--- config.mk ---
export PLATFORM = sky130hd
export DESIGN_NAME = mem_port_arbiter
export DESIGN_NICKNAME = d
export VERILOG_FILES = /design/src/rtl/mem_port_arbiter_pkg.sv /design/src/rtl/arb_priority_pick.sv /design/src/rtl/mem_port_arbiter.sv
export SDC_FILE = /design/constraint.sdc
export NUM_CORES = 1
export LEC_CHECK = 0
export CAP_MARGIN = 40
export CELL_PAD_IN_SITES_DETAIL_PLACEMENT = 1
export CELL_PAD_IN_SITES_GLOBAL_PLACEMENT = 1
export CORE_ASPECT_RATIO = 1.4
export CORE_UTILIZATION = 34
export DETAILED_ROUTE_END_ITERATION = 8
export GPL_TIMING_DRIVEN = 0
export PLACE_DENSITY = 0.93
export SLEW_MARGIN = 20
export SYNTH_ARGS = -nofsm -noshare
export SYNTH_HDL_FRONTEND = slang
export SYNTH_SLANG_ARGS = --single-unit
--- constraint.sdc ---
create_clock -name clk -period 4 [get_ports clk]
set_input_delay 0.6 -clock clk [delete_from_list [all_inputs] [get_ports clk]]
set_output_delay 0.6 -clock clk [all_outputs]
set_load 0.05 [all_outputs]
--- src/rtl/mem_port_arbiter_pkg.sv ---
// Shared types and constants for the fetch/data memory port arbiter.
package mem_port_arbiter_pkg;

    localparam int unsigned STARVE_W = 4;
    localparam int unsigned LAT_W    = 3;

    typedef enum logic [1:0] {
        ST_IDLE  = 2'd0,
        ST_ISSUE = 2'd1,
        ST_WAIT  = 2'd2,
        ST_RESP  = 2'd3
    } state_t;

    localparam logic       OWN_I      = 1'b0;
    localparam logic       OWN_D      = 1'b1;
    localparam logic [1:0] ALIGN_MASK = 2'b00;

    function automatic logic is_misaligned(input logic [1:0] lsb);
        return lsb != ALIGN_MASK;
    endfunction

endpackage

--- src/rtl/arb_priority_pick.sv ---
// Winner selection between fetch and data requests; data wins unless fetch is starved.
module arb_priority_pick
    import mem_port_arbiter_pkg::*;
#(
    parameter int unsigned STARVE_LIMIT = 4
) (
    input  logic                i_ireq,
    input  logic                i_dreq,
    input  logic [STARVE_W-1:0] i_starve_cnt,
    output logic                o_any_c,
    output logic                o_owner_c
);

    logic w_starved;

    assign w_starved = i_ireq && (i_starve_cnt == STARVE_W'(STARVE_LIMIT));
    assign o_any_c   = i_ireq | i_dreq;
    assign o_owner_c = (i_dreq && !w_starved) ? OWN_D : OWN_I;

endmodule

--- src/rtl/mem_port_arbiter.sv ---
// Serialises instruction-fetch and load/store accesses onto one fixed-latency memory port.
module mem_port_arbiter
    import mem_port_arbiter_pkg::*;
#(
    parameter int unsigned ADDR_W       = 32,
    parameter int unsigned DATA_W       = 32,
    parameter int unsigned READ_LAT     = 1,
    parameter int unsigned STARVE_LIMIT = 4
) (
    input  logic              clk,
    input  logic              nreset,
    input  logic              clk_en,
    input  logic              i_req,
    input  logic [ADDR_W-1:0] i_addr,
    output logic              i_gnt,
    output logic              i_valid,
    output logic [DATA_W-1:0] i_rdata,
    output logic              i_err,
    input  logic              d_req,
    input  logic              d_we,
    input  logic [ADDR_W-1:0] d_addr,
    input  logic [DATA_W-1:0] d_wdata,
    output logic              d_gnt,
    output logic              d_valid,
    output logic [DATA_W-1:0] d_rdata,
    output logic              d_err,
    output logic              m_en,
    output logic              m_we,
    output logic [ADDR_W-1:0] m_addr,
    output logic [DATA_W-1:0] m_wdata,
    input  logic [DATA_W-1:0] m_rdata,
    output logic              busy
);

    state_t              r_state;
    logic                r_owner;
    logic                r_we;
    logic                r_err;
    logic [ADDR_W-1:0]   r_addr;
    logic [DATA_W-1:0]   r_wdata;
    logic [DATA_W-1:0]   r_i_rdata;
    logic [DATA_W-1:0]   r_d_rdata;
    logic [LAT_W-1:0]    r_lat_cnt;
    logic [STARVE_W-1:0] r_starve_cnt;
    logic                w_any;
    logic                w_owner;
    logic                w_last;

    arb_priority_pick #(
        .STARVE_LIMIT (STARVE_LIMIT)
    ) u_pick (
        .i_ireq       (i_req),
        .i_dreq       (d_req),
        .i_starve_cnt (r_starve_cnt),
        .o_any_c      (w_any),
        .o_owner_c    (w_owner)
    );

    // Last enabled cycle before RESP: memory read data is sampled on its closing edge.
    assign w_last = ((r_state == ST_ISSUE) && (READ_LAT == 1)) ||
                    ((r_state == ST_WAIT) && (r_lat_cnt == LAT_W'(1)));

    always_ff @(posedge clk or negedge nreset) begin
        if (!nreset) begin
            r_state      <= ST_IDLE;
            r_owner      <= OWN_I;
            r_we         <= 1'b0;
            r_err        <= 1'b0;
            r_addr       <= '0;
            r_wdata      <= '0;
            r_i_rdata    <= '0;
            r_d_rdata    <= '0;
            r_lat_cnt    <= '0;
            r_starve_cnt <= '0;
        end else if (clk_en) begin
            case (r_state)
                ST_IDLE: begin
                    if (!i_req) begin
                        r_starve_cnt <= '0;
                    end
                    if (w_any) begin
                        r_owner <= w_owner;
                        r_state <= ST_ISSUE;
                        if (w_owner == OWN_D) begin
                            r_addr  <= d_addr;
                            r_we    <= d_we;
                            r_wdata <= d_wdata;
                            r_err   <= is_misaligned(d_addr[1:0]);
                            if (i_req && (r_starve_cnt != STARVE_W'(STARVE_LIMIT))) begin
                                r_starve_cnt <= r_starve_cnt + STARVE_W'(1);
                            end
                        end else begin
                            r_addr       <= i_addr;
                            r_we         <= 1'b0;
                            r_wdata      <= '0;
                            r_err        <= is_misaligned(i_addr[1:0]);
                            r_starve_cnt <= '0;
                        end
                    end
                end
                ST_ISSUE: begin
                    if (READ_LAT > 1) begin
                        r_state   <= ST_WAIT;
                        r_lat_cnt <= LAT_W'(READ_LAT - 1);
                    end else begin
                        r_state <= ST_RESP;
                    end
                end
                ST_WAIT: begin
                    if (r_lat_cnt == LAT_W'(1)) begin
                        r_state <= ST_RESP;
                    end else begin
                        r_lat_cnt <= r_lat_cnt - LAT_W'(1);
                    end
                end
                ST_RESP: begin
                    r_state <= ST_IDLE;
                end
                default: begin
                    r_state <= ST_IDLE;
                end
            endcase

            // Errored accesses return zero; stores leave the owner's read data untouched.
            if (w_last && (r_err || !r_we)) begin
                if (r_owner == OWN_D) begin
                    r_d_rdata <= r_err ? '0 : m_rdata;
                end else begin
                    r_i_rdata <= r_err ? '0 : m_rdata;
                end
            end
        end
    end

    assign busy    = (r_state != ST_IDLE);
    assign m_en    = clk_en && (r_state == ST_ISSUE) && !r_err;
    assign m_we    = r_we;
    assign m_addr  = r_addr;
    assign m_wdata = r_wdata;

    assign i_gnt   = clk_en && (r_state == ST_ISSUE) && (r_owner == OWN_I);
    assign d_gnt   = clk_en && (r_state == ST_ISSUE) && (r_owner == OWN_D);
    assign i_valid = clk_en && (r_state == ST_RESP) && (r_owner == OWN_I);
    assign d_valid = clk_en && (r_state == ST_RESP) && (r_owner == OWN_D);
    assign i_err   = (r_state == ST_RESP) && (r_owner == OWN_I) && r_err;
    assign d_err   = (r_state == ST_RESP) && (r_owner == OWN_D) && r_err;
    assign i_rdata = r_i_rdata;
    assign d_rdata = r_d_rdata;

endmodule

==> flow_summary.toml, run 1 <==
[status]
run_status = "finished, final reports clean"

[setup_path]
critical_path.max_fanout = 10
worstPathRequired_ns = 3.40
worstSetupPathType = "reg -> out"
arrival_ns = 2.72
startpoint_type = "flop"
endpoint_type_of_the_worst_setup_path = "output pin"

[floorplanning]
die_area_mm2 = 0.0189
i_o_pin_count = 271
initial_utilization = 0.347
number_of_placement_rows = 58
chip_height_um = 162
core_area_mm2 = 0.0180
die_w_um = 117

[timing]
timing.final.crit_share = 0.829
fin_skew_ns = 0.0124
report.final.setup_viol = 0
worstMarginPinSlew_ns = 0.660
timing_hold_violations_final = 0
rsz0062_at_grt = "false"
final.min_clock_period_ns = 3.32
timing_max_transition_violations_final = 0
timing.final.ws_setup_ns = 0.684
slew_headroom = 0.560
maxClockFrequency_ghz = 0.302

[placement]
dpl-instance-area_mm2 = 0.00928
detailed_place_hpwl_mm = 16.5
place_worst_setup_slack_ns = 0.857
numPlacedInstances = 1090
place.port_buffers = 270
gpl.final_weighted_congestion = 0.756

[clock_tree]
ctsLongestPathBuffers = 2
post_cts.repair.setup_buffers = 0
ctsRootBufferMaster = "clkbuf_16"
cts_hold_buf = 0
cts_repair_resized_insts = 0
path_clk_slew_ns = 0.06
h_tree_lvl_count = 4
cts_inserted_buffers = 17
clock_sinks = 140
worst_skew_late_latency_ns = 0.42
tritoncts = "yes"

[drt]
wl_mm = 22.1
postRouteAntennaNets = 0
route.detailed.vias_per_inst = 5.01
detailroute.via_count = 5616
remaining_drc_errors = 0
first_iter_violations = 262
wire_per_inst_um = 19.7
drt-pass1-iter-count = 4

[pwr]
internal-power_w = 0.00471
vdd_ir_drop_max_uv = 431
powerDensity_mw_per_mm2 = 923
share_clk_of_total_power = 0.178
seq_power_share = 0.268
combPwrFrac = 0.553
switchingPower_w = 0.00441
switching_share = 0.484
static-leakage-power_nw = 4.18

[min_path]
tightest_hold_check_type = "in -> async"

[yosys]
synthesis.area_per_instance_um2 = 10.8
async_s_r_ff_share_synth = 1.00
synthesis.nets = 721
yosysSeqAreaShare = 0.561
postSynthRegisterBits = 140
synthesized_area_mm2 = 0.00625
number_of_enable_flip_flop_cells_after_synthesis = 0
synth.lib_cells_used.distinct = 38
netlist_instances = 579
postSynth.topFlopCell = "dfrtp_1"
ys_warn_count = 0

[global_route]
gr-total-overflow = 0
grt_first_pass_wirelength_mm = 34.0
grt_start_max_net_pins = 81
globalRouteTotalUtil = 0.240
via_count_of_the_first_global_routing_pass = 6264
antenna_found_initial = 0

[final_layout]
postLayoutCellArea_mm2 = 0.00989
post_route_cells_drive_above_1_share = 0.135
area_delta_synth_final_pct = 58.3
final_cells = 1122
fillers = 1965
ant_cells = 0
num-nets-final = 1011
utilization_after_layout = 0.549

[run]
drv_cap = 0
-- synth_stat cells, types with 2 or more instances --
| master | count | share of area |
|---|---|---|
| dfrtp_1 | 140 | 0.56 |
| o211ai_1 | 33 | 0.040 |
| o21ai_0 | 37 | 0.030 |
| mux2_2 | 63 | 0.11 |
| and2b_1 | 3 | 0.0036 |
| mux2i_1 | 3 | 0.0048 |
| ha_1 | 8 | 0.016 |
| mux2_1 | 2 | 0.0036 |
| buf_2 | 10 | 0.0080 |
| nand2_1 | 143 | 0.086 |
| and3_1 | 4 | 0.0040 |
| inv_1 | 10 | 0.0060 |
| nor2b_1 | 29 | 0.029 |
| nor2_1 | 5 | 0.0030 |
| clkbuf_1 | 28 | 0.017 |
| nand3_1 | 4 | 0.0032 |
| buf_6 | 3 | 0.0054 |
| nand4_1 | 32 | 0.032 |
| buf_4 | 3 | 0.0036 |
-- metrics by stage --
| step | total power [W] | hold WS [ns] | TNS [ns] |
|---|---|---|---|
| 5_1_grt | 0.00953 | 0.193 | 0 |
| 4_1_cts | 0.00921 | 0.193 | 0 |
| 3_3_place_gp | 0.00734 | 0.462 | -497.96 |
| 6_report | 0.00912 | 0.164 | 0 |
| 2_1_floorplan | 0.00560 | 0.304 | 0 |
| 3_5_place_dp | 0.00752 | 0.473 | 0 |
-- power groups by stage --
stage               clock network [W]  registers (W)  logic, W
floorplan                           0        0.00447   0.00113
global route                  0.00172        0.00252   0.00530
global placement                    0        0.00241   0.00493
finish                        0.00163        0.00245   0.00505
detailed placement                  0        0.00246   0.00505
CTS                           0.00166        0.00246   0.00509
-- cell families (layout without fill, tap and decap cells) --
| family | after synthesis | in the layout | share of synthesized area |
|---|---|---|---|
| AO/OA/AOI/OAI | 79 | 79 | 0.0861 |
| AND/OR/NAND/NOR | 229 | 229 | 0.174 |
| buffers and inverters | 54 | 357 | 0.0399 |
| XOR/XNOR | 1 | 1 | 0.00140 |
| flip-flops | 140 | 140 | 0.561 |
| adder cells (fa/ha/maj) | 8 | 8 | 0.0160 |
| multiplexers | 68 | 68 | 0.122 |
-- cell usage in the layout, fill, tap and decap left out, types with 4 or more instances in the layout --
| master | Yosys | final |
|---|---|---|
| and3_1 | 4 | 4 |
| buf_2 | 10 | 10 |
| clkbuf_1 | 28 | 28 |
| clkbuf_16 | 0 | 17 |
| clkdlybuf4s50_1 | 0 | 269 |
| dfrtp_1 | 140 | 140 |
| ha_1 | 8 | 8 |
| inv_1 | 10 | 10 |
| inv_6 | 0 | 6 |
| mux2_2 | 63 | 63 |
| nand2_1 | 143 | 143 |
| nand3_1 | 4 | 4 |
| nand4_1 | 32 | 32 |
| nor2_1 | 5 | 5 |
| nor2b_1 | 29 | 29 |
| o211ai_1 | 33 | 33 |
| o21ai_0 | 37 | 37 |
-- cell type report --
type | count | area (µm²) | share of cell area
repair buffers | 271 | 2740 | 0.277
multi-input cells | 385 | 2490 | 0.252
flip-flops and latches | 140 | 3500 | 0.354
clock inverters | 15 | 180 | 0.0182
inverters | 10 | 37.5 | 0.00380
well taps | 240 | 300 | 0.0304
plain buffers | 44 | 211 | 0.0214
clock buffers | 17 | 425 | 0.0430
-- critical path, cell delays in order, from the launching register on --
cell             delay [ns]
dfrtp_1                0.65
clkbuf_1               0.54
and3_1                 0.25
clkdlybuf4s50_1        0.86
-- registers in the layout, summed over array words and instances (netlist names) --
| register | count |
|---|---|
| d_rdata | 32 |
| i_rdata | 32 |
| m_addr | 32 |
| m_wdata | 32 |
| m_we | 1 |
| r_err | 1 |
| r_lat_cnt | 3 |
| r_owner | 1 |
| r_starve_cnt | 4 |
| r_state | 2 |
-- final timing paths --
check	start	endpoint	slack, ns	cells after the start
worst max-delay path	r_err	d_err	0.68	3
worst min-delay path	nreset	d_rdata[29]	0.16	1
worst max register to register	r_state[0]	m_addr[28]	1.63	9
worst min register to register	m_wdata[29]	m_wdata[29]	0.48	2
max in group asynchronous	nreset	m_wdata[22]	3.08	2
min in group clk	m_wdata[29]	m_wdata[29]	0.48	2
-- metal layers --
layer	wire length [µm]	part of all wire	vias to the layer above	GRT usage
li1	-	-	2571	-
met1	8050	0.36	2777	0.245
met2	11800	0.53	222	0.439
met3	1540	0.070	46	0.0729
met4	729	0.033	0	0.109
met5	0	0	-	0
(Power assumes the default switching activity.)
==> run 2, diff against run 1 <==
- CORE_UTILIZATION: 34 -> 29
- PLACE_DENSITY: 0.93 -> 0.85
- clock period: 4 -> 3 ns (I/O delays scaled with it)
==> flow_summary.toml, run 2 (synthesis gave the netlist of run 1 again) <==
[clock_tree]
clock_sinks = 140
path_clk_slew_ns = 0.06
tritoncts = "yes"
ctsRootBufferMaster = "clkbuf_16"
post_cts.repair.setup_buffers = 0
worst_skew_late_latency_ns = 0.43
h_tree_lvl_count = 4
ctsLongestPathBuffers = 2
cts_inserted_buffers = 17

[setup_path]
worstSetupPathType = "reg -> out"
critical_path_cell_count = 3
timing.critical_path.max_delay_family = "buffers and inverters"
worstPathRequired_ns = 2.55
cpPeakStageDelay_ns = 0.82
endpoint_type_of_the_worst_setup_path = "output pin"
startpoint_type = "flop"
arrival_ns = 2.46
worst-path-buf-inv = 2
crit_path_cell_trace = "clkbuf_2 > and3_1 > clkdlybuf4s50_1"
critPathSlowestCell = "clkdlybuf4s50_1"
critical_path.max_fanout = 10
timing.reg2reg.worst_path_depth = 9

[floorplanning]
i_o_pin_count = 271
core_area_mm2 = 0.0211
die_area_mm2 = 0.0221
chip_height_um = 176
die_w_um = 126
initial_utilization = 0.296
number_of_placement_rows = 63

[timing]
fin_skew_ns = 0.0104
report.final.setup_viol = 0
worstMarginPinSlew_ns = 0.604
maxClockFrequency_ghz = 0.344
final.min_clock_period_ns = 2.91
timing_max_transition_violations_final = 0
slew_headroom = 0.596
timing_hold_violations_final = 0
timing.final.crit_share = 0.969
timing.hold.ws_ns = 0.475
rsz0062_at_grt = "false"

[drt]
detailroute.via_count = 5563
drt-pass1-iter-count = 4
wl_mm = 20.5
remaining_drc_errors = 0
postRouteAntennaNets = 0
wire_per_inst_um = 17.9
route.detailed.vias_per_inst = 4.87
first_iter_violations = 172

[global_route]
grt_start_max_net_pins = 77
grt_first_pass_wirelength_mm = 33.5
gr-total-overflow = 0
via_count_of_the_first_global_routing_pass = 6161
antenna_found_initial = 0
globalRouteTotalUtil = 0.195

[pwr]
powerDensity_mw_per_mm2 = 1210
vdd_ir_drop_max_uv = 452
static-leakage-power_nw = 4.19

[final_layout]
post_route_cells_drive_above_1_share = 0.136
num-nets-final = 1012
ant_cells = 0
final_common_cell = "clkdlybuf4s50_1"
utilization_after_layout = 0.469
postLayoutCellArea_mm2 = 0.00990
area_delta_synth_final_pct = 58.5
final_cell_mix = "clkdlybuf4s50_1, nand2_1, dfrtp_1, mux2_2, o21ai_0"

[min_path]
worstHoldPathCells = 2
tightest_hold_check_type = "reg -> reg"

[placement]
gpl.final_weighted_congestion = 0.765
place.port_buffers = 270
detailed_place_hpwl_mm = 15.7
dpl-instance-area_mm2 = 0.00931

[run]
drv_cap = 0

[status]
run_status = "finished, final reports clean"
[run 2: cell count changes in the layout (fill, tap and decap cells not counted), sizes merged]
cell / delta
bufinv: -1
clkdlybuf4s50: -1
clkinv: -2
clkinvlp: +2
dlygate4sd3: +1
dlymetal6s2s: +1
inv: +1
[run 2: layout make-up]
type	count	area, µm²
Clock buffer	17	425
Multi-Input combinational cell	385	2490
Tap cell	260	325
Clock inverter	15	153
Inverter	10	37.5
Buffer	44	213
Timing Repair Buffer	272	2750
Fill cell	2317	11200
Sequential cell	140	3500
[run 2: final timing paths]
kind,slack [ns],to,startpoint
max in group asynchronous,1.65,m_wdata[22],nreset
setup / recovery,0.09,d_err,r_err
hold reg to reg,0.48,m_wdata[30],m_wdata[30]
hold / removal,0.48,m_wdata[30],m_wdata[30]
min in group asynchronous,0.56,d_rdata[29],nreset
setup reg to reg,0.65,m_addr[29],r_state[0]
[run 2: tightest hold or removal path: stages (launching register included)]
cell and delay (ns):
dfrtp_1 0.34, nand2_1 0.04, o21ai_0 0.06
[run 2: timing repair]
action / in CTS / in global routing
hold buffers: 1 / 0
gates resized for setup: 1 / 1
hold endpoints to repair: 14 / 0
endpoints found under the setup margin: 3 / 1
pin swaps: 0 / 0
[run 2: power by group]
group          total (W)  switching [W]  leakage [nW]  internal [W]
sequential       0.00322       0.000486          1.83       0.00274
clock            0.00209       0.000923         0.271       0.00117
combinational    0.00666        0.00437          2.09       0.00229
[run 2: per-layer routing]
metal / part of all wire / up-vias / track usage / routed length [µm]
met4: 0.026 / 0 / 0.0743 / 539
met2: 0.52 / 222 / 0.346 / 10700
met5: 0 / - / 0 / 0
met1: 0.37 / 2734 / 0.211 / 7680
met3: 0.078 / 34 / 0.0694 / 1610
li1: - / 2573 / - / -
[run 2: metrics by stage]
stage                     setup WS (ns)  setup TNS (ns)  instances  power, W
final                            0.0918               0       1143    0.0120
after global routing             0.0178               0       1143    0.0126
after CTS                        0.0603               0       1143    0.0121
after detailed placement          0.161               0       1110   0.00997
after global placement            -4.34         -606.76       1109   0.00980
after floorplan                    1.04               0        579   0.00747
==> run 3, diff against run 2 <==
- GPL_ROUTABILITY_DRIVEN: unset -> 0
==> results of run 3 <==
Same layout as run 2: the final DEF is identical, and so are final timing and power.
